==> src/rtl/sim_exit_reporter.sv <==
// sim_exit_reporter
// Simulation-control responder on the core data bus. Core software writes an
// exit code and console bytes here. The bench sees done/exit_code/timeout and
// a console byte stream. A watchdog raises timeout when the decode-stage PC
// stops moving.
//
// Register map (word index = req_addr[3:2]):
//   0 EXIT    W: the first write latches exit_code and sets done. R: exit_code
//   1 CONSOLE W: pushes wdata[7:0] into the console FIFO.      R: 0
//   2 STATUS  R: {timeout,done,fifo_full,fifo_empty} in [3:0], count in [15:8]
//   3 CYCLE   R: free-running cycle counter
module sim_exit_reporter #(
  parameter int FIFO_DEPTH = 16,
  parameter int WDT_LIMIT  = 100
) (
  input  logic        clock,
  input  logic        reset,
  input  logic        req_valid,
  output logic        req_ready,
  input  logic        req_wen,
  input  logic [3:0]  req_addr,
  input  logic [31:0] req_wdata,
  output logic        rsp_valid,
  input  logic        rsp_ready,
  output logic [31:0] rsp_rdata,
  input  logic [31:0] pc,
  input  logic        pc_valid,
  output logic        tx_valid,
  input  logic        tx_ready,
  output logic [7:0]  tx_data,
  output logic        done,
  output logic [31:0] exit_code,
  output logic        timeout
);

  localparam int PTR_W = $clog2(FIFO_DEPTH);
  localparam int CNT_W = PTR_W + 1;
  localparam int WDT_W = $clog2(WDT_LIMIT + 1);

  localparam logic [CNT_W-1:0] FIFO_FULL_CNT = CNT_W'(FIFO_DEPTH);
  localparam logic [WDT_W-1:0] WDT_MAX       = WDT_W'(WDT_LIMIT);

  localparam logic [1:0] REG_EXIT    = 2'd0;
  localparam logic [1:0] REG_CONSOLE = 2'd1;
  localparam logic [1:0] REG_STATUS  = 2'd2;
  localparam logic [1:0] REG_CYCLE   = 2'd3;

  // Response channel: one transaction can be outstanding at a time.
  typedef enum logic {
    S_IDLE = 1'b0,
    S_RESP = 1'b1
  } rsp_state_t;

  rsp_state_t state;
  rsp_state_t state_next;

  // Bus decode
  logic [1:0]        word;
  logic              console_stall;
  logic              accept;
  logic              push;
  logic              pop;
  logic [31:0]       read_data;
  logic [31:0]       status_word;

  // Console FIFO
  logic [7:0]        fifo_mem [FIFO_DEPTH];
  logic [PTR_W-1:0]  wr_ptr;
  logic [PTR_W-1:0]  rd_ptr;
  logic [CNT_W-1:0]  fifo_cnt;
  logic              fifo_full;
  logic              fifo_empty;

  // Free-running cycle counter and PC watchdog
  logic [31:0]       cycle_cnt;
  logic [31:0]       prev_pc;
  logic [WDT_W-1:0]  wdt_cnt;
  logic [WDT_W-1:0]  wdt_next;
  logic              pc_held;

  // The byte-lane bits of the address carry no meaning for word registers.
  logic              unused_addr_bits;
  assign unused_addr_bits = ^req_addr[1:0];

  assign word       = req_addr[3:2];
  assign fifo_full  = (fifo_cnt == FIFO_FULL_CNT);
  assign fifo_empty = (fifo_cnt == '0);

  // A console write that finds the FIFO full waits instead of being dropped.
  assign console_stall = req_valid && req_wen && (word == REG_CONSOLE) && fifo_full;
  assign accept        = req_valid && req_ready;
  assign push          = accept && req_wen && (word == REG_CONSOLE);
  assign pop           = tx_valid && tx_ready;

  assign tx_valid = !fifo_empty;
  assign tx_data  = fifo_empty ? 8'h00 : fifo_mem[rd_ptr];

  // Response state register.
  always_ff @(posedge clock or posedge reset) begin
    if (reset) begin
      state <= S_IDLE;
    end else begin
      state <= state_next;
    end
  end

  // Response next state: leave IDLE on acceptance, return once the response is taken.
  always_comb begin
    state_next = state;
    case (state)
      S_IDLE: if (accept) state_next = S_RESP;
      S_RESP: if (rsp_ready) state_next = S_IDLE;
      default: state_next = S_IDLE;
    endcase
  end

  // Handshake outputs: no new request while a response is pending or a console push must wait.
  always_comb begin
    rsp_valid = (state == S_RESP);
    req_ready = (state == S_IDLE) && !console_stall;
  end

  // STATUS word assembly.
  always_comb begin
    status_word                = '0;
    status_word[3:0]           = {timeout, done, fifo_full, fifo_empty};
    status_word[8 +: CNT_W]    = fifo_cnt;
  end

  // Read mux; the value is captured at acceptance so CYCLE reflects the accept cycle.
  always_comb begin
    read_data = '0;
    case (word)
      REG_EXIT:   read_data = exit_code;
      REG_STATUS: read_data = status_word;
      REG_CYCLE:  read_data = cycle_cnt;
      default:    read_data = '0;
    endcase
  end

  // Response data: loaded at acceptance and held until the next accepted request.
  always_ff @(posedge clock or posedge reset) begin
    if (reset) begin
      rsp_rdata <= '0;
    end else if (accept) begin
      rsp_rdata <= req_wen ? 32'h0 : read_data;
    end
  end

  // Exit code: only the first EXIT write counts; done is sticky until reset.
  always_ff @(posedge clock or posedge reset) begin
    if (reset) begin
      done      <= 1'b0;
      exit_code <= '0;
    end else if (accept && req_wen && (word == REG_EXIT) && !done) begin
      done      <= 1'b1;
      exit_code <= req_wdata;
    end
  end

  // FIFO storage: payload only, so it carries no reset.
  always_ff @(posedge clock) begin
    if (push) begin
      fifo_mem[wr_ptr] <= req_wdata[7:0];
    end
  end

  // FIFO pointers and occupancy; pointers wrap naturally at the power-of-two depth.
  always_ff @(posedge clock or posedge reset) begin
    if (reset) begin
      wr_ptr   <= '0;
      rd_ptr   <= '0;
      fifo_cnt <= '0;
    end else begin
      if (push) wr_ptr <= wr_ptr + 1'b1;
      if (pop)  rd_ptr <= rd_ptr + 1'b1;
      case ({push, pop})
        2'b10:   fifo_cnt <= fifo_cnt + 1'b1;
        2'b01:   fifo_cnt <= fifo_cnt - 1'b1;
        default: fifo_cnt <= fifo_cnt;
      endcase
    end
  end

  // Cycle counter: counts every cycle since reset and wraps at 2^32.
  always_ff @(posedge clock or posedge reset) begin
    if (reset) begin
      cycle_cnt <= '0;
    end else begin
      cycle_cnt <= cycle_cnt + 32'd1;
    end
  end

  // A cycle counts toward the watchdog only when a valid PC repeats before done.
  assign pc_held = pc_valid && (pc == prev_pc) && !done;

  // Watchdog count update: clears on any movement, saturates at the limit.
  always_comb begin
    wdt_next = '0;
    if (pc_held) begin
      wdt_next = (wdt_cnt == WDT_MAX) ? wdt_cnt : wdt_cnt + 1'b1;
    end
  end

  // Watchdog state: timeout rises on the edge the count reaches the limit and sticks.
  always_ff @(posedge clock or posedge reset) begin
    if (reset) begin
      prev_pc <= '0;
      wdt_cnt <= '0;
      timeout <= 1'b0;
    end else begin
      if (pc_valid) prev_pc <= pc;
      wdt_cnt <= wdt_next;
      if (wdt_next == WDT_MAX) timeout <= 1'b1;
    end
  end

endmodule
==> config.mk <==
export PLATFORM = sky130hd
export DESIGN_NAME = sim_exit_reporter
export DESIGN_NICKNAME = d
export VERILOG_FILES = /design/src/rtl/sim_exit_reporter.sv
export SDC_FILE = /design/constraint.sdc
export NUM_CORES = 1
export LEC_CHECK = 0
export CAP_MARGIN = 25
export CORE_MARGIN = 4
export CORE_UTILIZATION = 56
export DETAILED_ROUTE_END_ITERATION = 8
export PLACE_DENSITY = 0.8
export SYNTH_ARGS = -nofsm -noshare
export SYNTH_HDL_FRONTEND = slang
export SYNTH_SLANG_ARGS = --single-unit
==> constraint.sdc <==
create_clock -name clock -period 7 [get_ports clock]
set_input_delay 1.4 -clock clock [delete_from_list [all_inputs] [get_ports clock]]
set_output_delay 1.4 -clock clock [all_outputs]
set_load 0.02 [all_outputs]
==> impl_metrics.py, run 1 <==
metrics = {
    "status": {
        "status": "complete, no violations",
    },
    "placed_design": {
        "dp.cells": 1200,
        "dp_hpwl_mm": 17.1,
        "gp_congestion": 0.784,
        "portBuffers": 149,
    },
    "finish": {
        "antenna_cells": 0,
        "drive_gt1_share_pct": 17.8,
        "area_delta_synth_final_pct": 22.3,
        "nNetsFinal": 1043,
        "final_cell_mix": "149 x dfrtp_1, 149 x clkdlybuf4s50_1, 128 x edfxtp_1, 58 x xnor2_1, 53 x nand2_1",
        "final_cells": 1253,
    },
    "clocking": {
        "numCtsBuffers": 28,
        "cts-resized-gates": 0,
        "clock_sinks": 279,
        "clkTransAtPathRegs_ps": 60,
        "cts_tree": "yes",
        "cts_root_buf": "clkbuf_16",
        "cts_max_path_buffers": 3,
        "clk_latency_ps": 530,
        "ctsHoldBuffers": 0,
        "post_cts_buffers": 0,
        "h-tree-depth": 1,
    },
    "worst_setup_path": {
        "crit_cells": 5,
        "crit_chain": "clkdlybuf4s50_1 -> nand3b_1 -> nor2_1 -> a21oi_1 -> clkdlybuf4s50_1",
        "worstPathMaxFanout": 13,
        "crit_top_cell": "clkdlybuf4s50_1",
        "startpoint": "req_addr[3]",
        "slowest_delay_ps": 950,
        "cp.buffers_inverters": 2,
        "r2r-end": "fifo_cnt[4]",
        "crit_family": "buffers and inverters",
        "cp-start-kind": "input pin",
        "cp.arrival_ps": 3510,
        "critPathKind": "in -> out",
        "endpoint": "req_ready",
        "worstSetupEndpointType": "output pin",
        "rr_worst_depth": 11,
        "r2r_slack_ps": 3720,
        "critPathSlowestCell": "clkdlybuf4s50_1",
        "worstReg2RegStart": "fifo_cnt[1]",
        "crit_required_ps": 5600,
    },
    "drt": {
        "drt-pass1-iter-count": 4,
        "drt_iter0_drc": 347,
        "viasPerCell": 5.71,
        "drc": 0,
        "wirelength_mm": 25.5,
        "vias": 7160,
        "ant_nets": 0,
        "wire_per_inst_um": 20.3,
    },
    "yosys": {
        "synth_fa_ha_area_share_pct": 1.24,
        "yosys.area_share.simple_pct": 7.34,
        "syn_avg_cell_area_um2": 15.0,
        "synth_top_family_by_area": "multiplexers",
        "yosysWarnings": 0,
        "synth_compound_area_share_pct": 4.96,
        "syn-num-nets": 892,
        "synth_ff_type": "dfrtp_1",
        "synth_edf_count": 128,
        "synthCells": 805,
        "ys_seq_area_share_pct": 63.0,
        "synth_cell_types": 49,
        "syn_area_um2": 12100,
        "synthArstFlopShare_pct": 54.1,
        "synthXorXnorAreaFrac_pct": 5.79,
        "synth.area.mux_share_pct": 15.3,
        "ys_ff_latch": 279,
    },
    "floorplanning": {
        "die_height_um": 155,
        "start_util_pct": 57.2,
        "io_pins": 152,
        "core_um2": 21200,
        "die_w_um": 155,
        "fp-row-count": 53,
        "die_area_um2": 24000,
    },
    "grt": {
        "antenna_found_initial": 0,
        "grt_max_degree": 90,
        "grt_pass1_wl_mm": 41.4,
        "grt_pass1_vias": 7602,
        "track_usage_pct": 21.6,
        "overflow": 0,
    },
    "timing": {
        "fin_crit_ps": 4910,
        "hold_slack_ps": 474,
        "slew-limit-headroom_pct": 41.3,
        "fin_crit_sh_pct": 70.2,
        "hold_viol": 0,
        "report.final.setup_viol": 0,
        "setup-tns-final_ps": 0,
        "slew_viol_final": 0,
        "fin_skew_ps": 10.2,
        "worst_pin_slew_ps": 880,
        "max_freq_mhz": 204,
        "rsz0062_at_grt": "no",
    },
    "pwr": {
        "leakage_nw": 5.61,
        "vdd_drop_max_mv": 0.281,
        "p_per_area_nw_per_um2": 339,
        "p_total_mw": 5.01,
    },
    "hold_path": {
        "hold_class": "reg -> reg",
        "hold_path.startpoint": "rsp_rdata[29]",
    },
    "job": {
        "drv_cap": 0,
    },
}
-- kinds of logic (layout without fill, tap and decap cells) --
family,count (synthesis),count (layout)
flip-flops,279,279
multiplexers,116,116
AND/OR/NAND/NOR,172,172
adder cells (fa/ha/maj),12,12
buffers and inverters,62,235
AO/OA/AOI/OAI,84,84
XOR/XNOR,80,80
-- layout make-up --
type	count	area, um^2
clock buffer	35	748
sequential	279	7620
tap	275	344
fill	1409	6370
multi-input combinational	464	4220
timing repair buffer	168	1650
inverter	15	61.3
clock inverter	17	135
-- state kept, by name (all words and copies together) (netlist names) --
| register | flops |
|---|---|
| wdt_cnt | 7 |
| cycle_cnt | 32 |
| exit_code | 32 |
| prev_pc | 32 |
| rsp_valid | 1 |
| fifo_cnt | 5 |
| done | 1 |
| wr_ptr | 4 |
| timeout | 1 |
| rd_ptr | 4 |
| fifo_mem | 128 |
| rsp_rdata | 32 |
-- per-stage QoR --
stage / util [%] / instance area (um^2) / worst slack [ps]
after global placement: 65.5 / 13900 / 1790
after floorplan: - / 12100 / 1540
after global routing: 69.9 / 14800 / 1930
after detailed placement: 65.7 / 13900 / 1730
after CTS: 69.9 / 14800 / 2000
final: 69.9 / 14800 / 2090
-- where the power goes --
| group | internal, mW | switching, mW |
|---|---|---|
| Sequential | 1.89 | 0.267 |
| Combinational | 0.804 | 0.625 |
| Clock | 0.829 | 0.601 |
| Total | 3.52 | 1.49 |
-- worst min-delay path: stages (launching register included) --
cell and delay (ps):
dfrtp_1 340, nand2_1 50, o31ai_1 50
-- layer usage --
layer	share of wire [%]	vias to the layer above	track usage, %
met5	0	-	0
met4	2.1	0	6.01
met3	7.4	47	5.76
met2	50	214	35.3
met1	41	3624	29.0
li1	-	3275	-
-- how the worst min path moves through the flow --
stage / to / slack [ps] / cells past startpoint
after CTS: rsp_rdata[29] / 480 / 2
after detailed placement: rsp_rdata[30] / 460 / 2
after global routing: rsp_rdata[15] / 500 / 2
final: rsp_rdata[29] / 470 / 2
after floorplan: cycle_cnt[31] / 440 / 1
after global placement: rsp_rdata[30] / 460 / 2
-- synthesized netlist by cell type, types with 2 or more instances --
library cell  instances  area (um^2)
mux2_2               37          417
edfxtp_1            128         3840
mux2i_1              10          100
nor2_1               31          116
xor2_1               22          193
a22o_1                2         17.5
inv_1                15         56.3
nor4_1                5         31.3
nor2b_1              12         75.1
mux2_4               29          435
nand3b_1              3         22.5
o21bai_1              2         15.0
mux4_2               40          901
o21a_1                2         15.0
nor3_1                8         40.0
o31ai_1              30          225
a21oi_1              11         55.1
nand3_1              16         80.1
ha_1                 12          150
buf_1                 4         15.0
buf_6                 5         56.3
buf_2                 5         25.0
and4_1                7         61.3
nand2_1              53          199
a22oi_1              24          180
clkbuf_1             32          120
xnor2_1              58          508
and2_1                8         50.1
dfrtp_1             151         3780
o21ai_0               5         25.0
and3_1                7         43.8
nand4_1              14         87.6
No activity file was read; power rests on OpenSTA's default activity.
==> run 2, diff against run 1 <==
==> constraint.sdc (replaced) <==
create_clock -name clock -period 4.9 [get_ports clock]
set_input_delay 0.98 -clock clock [delete_from_list [all_inputs] [get_ports clock]]
set_output_delay 0.98 -clock clock [all_outputs]
set_load 0.02 [all_outputs]
==> impl_metrics.py, run 2 (synthesized netlist as in run 1, its figures left out) <==
metrics = {
    "finish": {
        "antenna_cells": 0,
        "design_area_um2": 14800,
        "final_core_util_pct": 70.1,
        "largest_register_ffs": 128,
        "regMostFlops": "fifo_mem",
        "area_delta_synth_final_pct": 22.7,
        "drive_gt1_share_pct": 18.3,
        "nNetsFinal": 1045,
        "final_cell_mix": "150 x dfrtp_1, 149 x clkdlybuf4s50_1, 128 x edfxtp_1, 58 x xnor2_1, 53 x nand2_1",
        "final_common_cell": "dfrtp_1",
    },
    "drt": {
        "met3_length_mm": 1.68,
        "vias": 7263,
        "wire_per_inst_um": 20.3,
        "wirelength_mm": 25.4,
        "wl_met2_mm": 12.7,
        "drc": 0,
        "drt_iter0_drc": 445,
        "wl_met1_mm": 10.4,
        "ant_nets": 0,
        "top_layer": "met5",
        "viasPerCell": 5.79,
        "drt-pass1-iter-count": 5,
    },
    "timing": {
        "slew-limit-headroom_pct": 33.8,
        "fin_crit_ps": 4140,
        "layout_setup_ws_ps": 761,
        "max_freq_mhz": 242,
        "fin_skew_ps": 14.1,
        "worst_pin_slew_ps": 989,
        "slew_viol_final": 0,
        "hold_viol": 0,
        "fin_crit_sh_pct": 84.5,
        "rsz0062_at_grt": "no",
        "report.final.setup_viol": 0,
        "setup-tns-final_ps": 0,
    },
    "placed_design": {
        "place_ws_ps": 626,
        "placed_area_um2": 13900,
        "gp_congestion": 0.806,
        "portBuffers": 149,
        "dp_hpwl_mm": 17.4,
    },
    "worst_setup_path": {
        "cp.buffers_inverters": 2,
        "rr_worst_depth": 12,
        "critPathSlowestCell": "dfrtp_2",
        "crit_chain": "buf_12 -> mux4_2 -> mux4_2 -> nor2b_1 -> clkdlybuf4s50_1",
        "crit_required_ps": 3920,
        "worstReg2RegStart": "fifo_cnt[1]",
        "cp-start-kind": "flip-flop",
        "worstPathMaxFanout": 25,
        "r2r_slack_ps": 1730,
        "r2r-end": "fifo_cnt[4]",
        "critPathKind": "reg -> out",
        "crit_top_cell": "mux4_2",
        "slowest_delay_ps": 600,
        "worstSetupEndpointType": "output pin",
        "crit_family": "multiplexers",
        "cp.arrival_ps": 3160,
    },
    "hold_path": {
        "min_to": "cycle_cnt[31]",
        "hold_path.startpoint": "cycle_cnt[31]",
        "hold_depth": 1,
        "hold_class": "reg -> reg",
    },
    "grt": {
        "grt_pass1_wl_mm": 41.0,
        "grt_pass1_vias": 7469,
        "antenna_found_initial": 1,
        "grt_max_degree": 75,
        "track_usage_pct": 21.4,
        "overflow": 0,
    },
    "clocking": {
        "clkTransAtPathRegs_ps": 60,
        "cts_root_buf": "clkbuf_16",
        "cts-resized-gates": 0,
        "ctsHoldBuffers": 0,
        "h-tree-depth": 1,
        "cts_tree": "yes",
        "clock_sinks": 279,
        "numCtsBuffers": 27,
        "cts_max_path_buffers": 3,
        "clk_latency_ps": 530,
        "post_cts_buffers": 0,
    },
    "pwr": {
        "p_total_mw": 7.18,
        "leakage_nw": 5.65,
        "vdd_drop_max_mv": 0.364,
        "p_per_area_nw_per_um2": 484,
    },
    "floorplanning": {
        "die_height_um": 155,
        "core_um2": 21200,
        "io_pins": 152,
        "start_util_pct": 57.2,
        "fp-row-count": 53,
        "die_area_um2": 24000,
        "die_w_um": 155,
    },
    "job": {
        "drv_cap": 0,
    },
    "status": {
        "status": "complete, no violations",
    },
}
-- run 2: layout make-up --
type / count / area (um^2)
fill: 1411 / 6320
clock inverter: 8 / 96.3
timing repair buffer: 171 / 1680
inverter: 15 / 60.1
sequential: 279 / 7620
tap: 275 / 344
clock buffer: 42 / 812
multi-input combinational: 464 / 4220
-- run 2: worst max-delay path by stage --
stage	startpoint	end	slack, ps	depth (start not counted)
global placement	req_addr[2]	fifo_cnt[4]	710	12
floorplan	req_wen	fifo_cnt[4]	1290	13
CTS	rd_ptr[0]	tx_data[1]	700	5
finish	rd_ptr[0]	tx_data[2]	760	5
detailed placement	req_addr[2]	fifo_cnt[4]	630	12
global route	rd_ptr[0]	tx_data[3]	600	5
-- run 2: per-layer routing --
layer	up-vias	GRT usage (%)
met1	3714	28.6
li1	3281	-
met3	50	5.12
met2	216	36.1
met4	2	5.17
met5	-	0
-- run 2: metrics by stage --
stage	hold slack (ps)	std cells
after global placement	459	1204
final	479	1254
after global routing	492	1254
after detailed placement	467	1204
after CTS	479	1254
after floorplan	442	805
-- run 2: report_power, final --
part / leakage [nW] / internal [mW] / total (mW) / switching, mW
combinational: 2.12 / 1.16 / 2.09 / 0.928
sequential: 3.08 / 2.69 / 3.01 / 0.315
clock: 0.447 / 1.24 / 2.08 / 0.841
==> run 3, diff against run 2 <==
==> constraint.sdc (replaced) <==
create_clock -name clock -period 4.1 [get_ports clock]
set_input_delay 0.82 -clock clock [delete_from_list [all_inputs] [get_ports clock]]
set_output_delay 0.82 -clock clock [all_outputs]
set_load 0.02 [all_outputs]
==> impl_metrics.py, run 3 (synthesized netlist as in run 1, its figures left out) <==
metrics = {
    "status": {
        "status": "complete, no violations",
    },
    "timing": {
        "rsz0062_at_grt": "no",
        "fin_crit_ps": 3780,
        "slew-limit-headroom_pct": 48.6,
        "max_freq_mhz": 265,
        "report.final.setup_viol": 0,
        "slew_viol_final": 0,
        "worst_pin_slew_ps": 768,
        "layout_setup_ws_ps": 320,
        "fin_crit_sh_pct": 92.2,
        "hold_viol": 0,
        "setup-tns-final_ps": 0,
        "fin_skew_ps": 10.7,
    },
    "floorplanning": {
        "die_area_um2": 24000,
        "die_w_um": 155,
        "fp-row-count": 53,
        "start_util_pct": 57.2,
        "die_height_um": 155,
        "core_um2": 21200,
        "io_pins": 152,
    },
    "clocking": {
        "clock_sinks": 279,
        "cts_max_path_buffers": 3,
        "cts_tree": "yes",
        "numCtsBuffers": 28,
        "ctsHoldBuffers": 0,
        "clkTransAtPathRegs_ps": 60,
        "cts-resized-gates": 0,
        "post_cts_buffers": 0,
        "h-tree-depth": 1,
        "cts_root_buf": "clkbuf_16",
        "clk_latency_ps": 540,
    },
    "drt": {
        "viasPerCell": 5.79,
        "wirelength_mm": 26.4,
        "vias": 7280,
        "drt_iter0_drc": 495,
        "ant_nets": 0,
        "drc": 0,
        "drt-pass1-iter-count": 5,
        "wire_per_inst_um": 21.0,
    },
    "worst_setup_path": {
        "crit_top_cell": "mux4_2",
        "slowest_delay_ps": 590,
        "cp-start-kind": "flip-flop",
        "crit_required_ps": 3280,
        "worstSetupEndpointType": "output pin",
        "crit_chain": "buf_12 -> mux4_2 -> mux4_2 -> nor2b_1 -> clkdlybuf4s50_1",
        "cp.buffers_inverters": 2,
        "r2r_slack_ps": 810,
        "crit_family": "multiplexers",
        "critPathSlowestCell": "mux4_2",
        "critPathKind": "reg -> out",
        "worstPathMaxFanout": 35,
        "cp.arrival_ps": 2960,
    },
    "grt": {
        "antenna_found_initial": 1,
        "track_usage_pct": 22.5,
        "grt_pass1_vias": 7588,
        "grt_pass1_wl_mm": 42.7,
        "overflow": 0,
        "grt_max_degree": 64,
    },
    "finish": {
        "nNetsFinal": 1049,
        "final_common_cell": "dfrtp_1",
        "final_core_util_pct": 70.5,
        "antenna_cells": 0,
        "regMostFlops": "fifo_mem",
        "drive_gt1_share_pct": 18.6,
        "final_cell_mix": "150 x dfrtp_1, 149 x clkdlybuf4s50_1, 128 x edfxtp_1, 58 x xnor2_1, 53 x nand2_1",
        "area_delta_synth_final_pct": 23.3,
        "largest_register_ffs": 128,
    },
    "job": {
        "drv_cap": 0,
    },
    "placed_design": {
        "gp_congestion": 0.845,
        "place_ws_ps": 325,
        "dp_hpwl_mm": 17.4,
        "portBuffers": 149,
    },
    "pwr": {
        "p_per_area_nw_per_um2": 588,
        "leakage_nw": 5.68,
        "vdd_drop_max_mv": 0.441,
    },
    "hold_path": {
        "hold_class": "reg -> reg",
    },
}
[run 3: cell types whose count changed in the layout (fill, tap and decap cells not counted)]
cell | previous run | this run
clkinv_2 | 4 | 5
clkbuf_1 | 7 | 3
clkinvlp_4 | 2 | 4
clkbuf_16 | 27 | 29
bufinv_16 | 2 | 5
clkinv_1 | 0 | 4
clkinvlp_2 | 0 | 1
clkbuf_8 | 8 | 0
buf_4 | 20 | 23
[run 3: area by class of cell]
class | count | area, um^2
clock buffers | 32 | 737
clock inverters | 19 | 226
fillers | 1425 | 6240
inverters | 15 | 60.1
multi-input cells | 464 | 4220
flip-flops and latches | 279 | 7620
well taps | 275 | 344
repair buffers | 174 | 1700
[run 3: tightest hold or removal path: stages, from the launching register on]
cell and delay (ps):
dfrtp_1 340, nand2_1 50, o31ai_1 50
[run 3: report_power, final]
group,internal [mW],switching (mW)
logic,1.39,1.14
registers,3.22,0.357
clock network,1.60,1.05
total,6.21,2.55
[run 3: worst paths after layout]
path	from	cells past startpoint	end
worst min register to register	rsp_rdata[26]	2	rsp_rdata[26]
worst max-delay path	rd_ptr[0]	5	tx_data[4]
max in group asynchronous	reset	3	exit_code[19]
worst min-delay path	rsp_rdata[26]	2	rsp_rdata[26]
min in group asynchronous	reset	2	prev_pc[25]
worst max register to register	fifo_cnt[1]	12	fifo_cnt[4]
[run 3: stage by stage]
step / area, um^2 / total power, mW / instances / hold slack [ps]
floorplan: 12100 / 5.16 / 805 / 442
global placement: 13900 / 6.12 / 1207 / 458
detailed placement: 13900 / 6.17 / 1207 / 459
CTS: 14900 / 8.86 / 1258 / 474
global route: 14900 / 9.19 / 1258 / 490
finish: 14900 / 8.76 / 1258 / 474
[run 3: routing by layer]
layer / up-vias / share of wire [%] / global-route usage (%)
met4: 2 / 2.6 / 6.14
met5: - / 0.049 / 0
met1: 3681 / 40 / 29.9
met2: 252 / 50 / 37.6
li1: 3289 / - / -
met3: 56 / 7.3 / 5.45
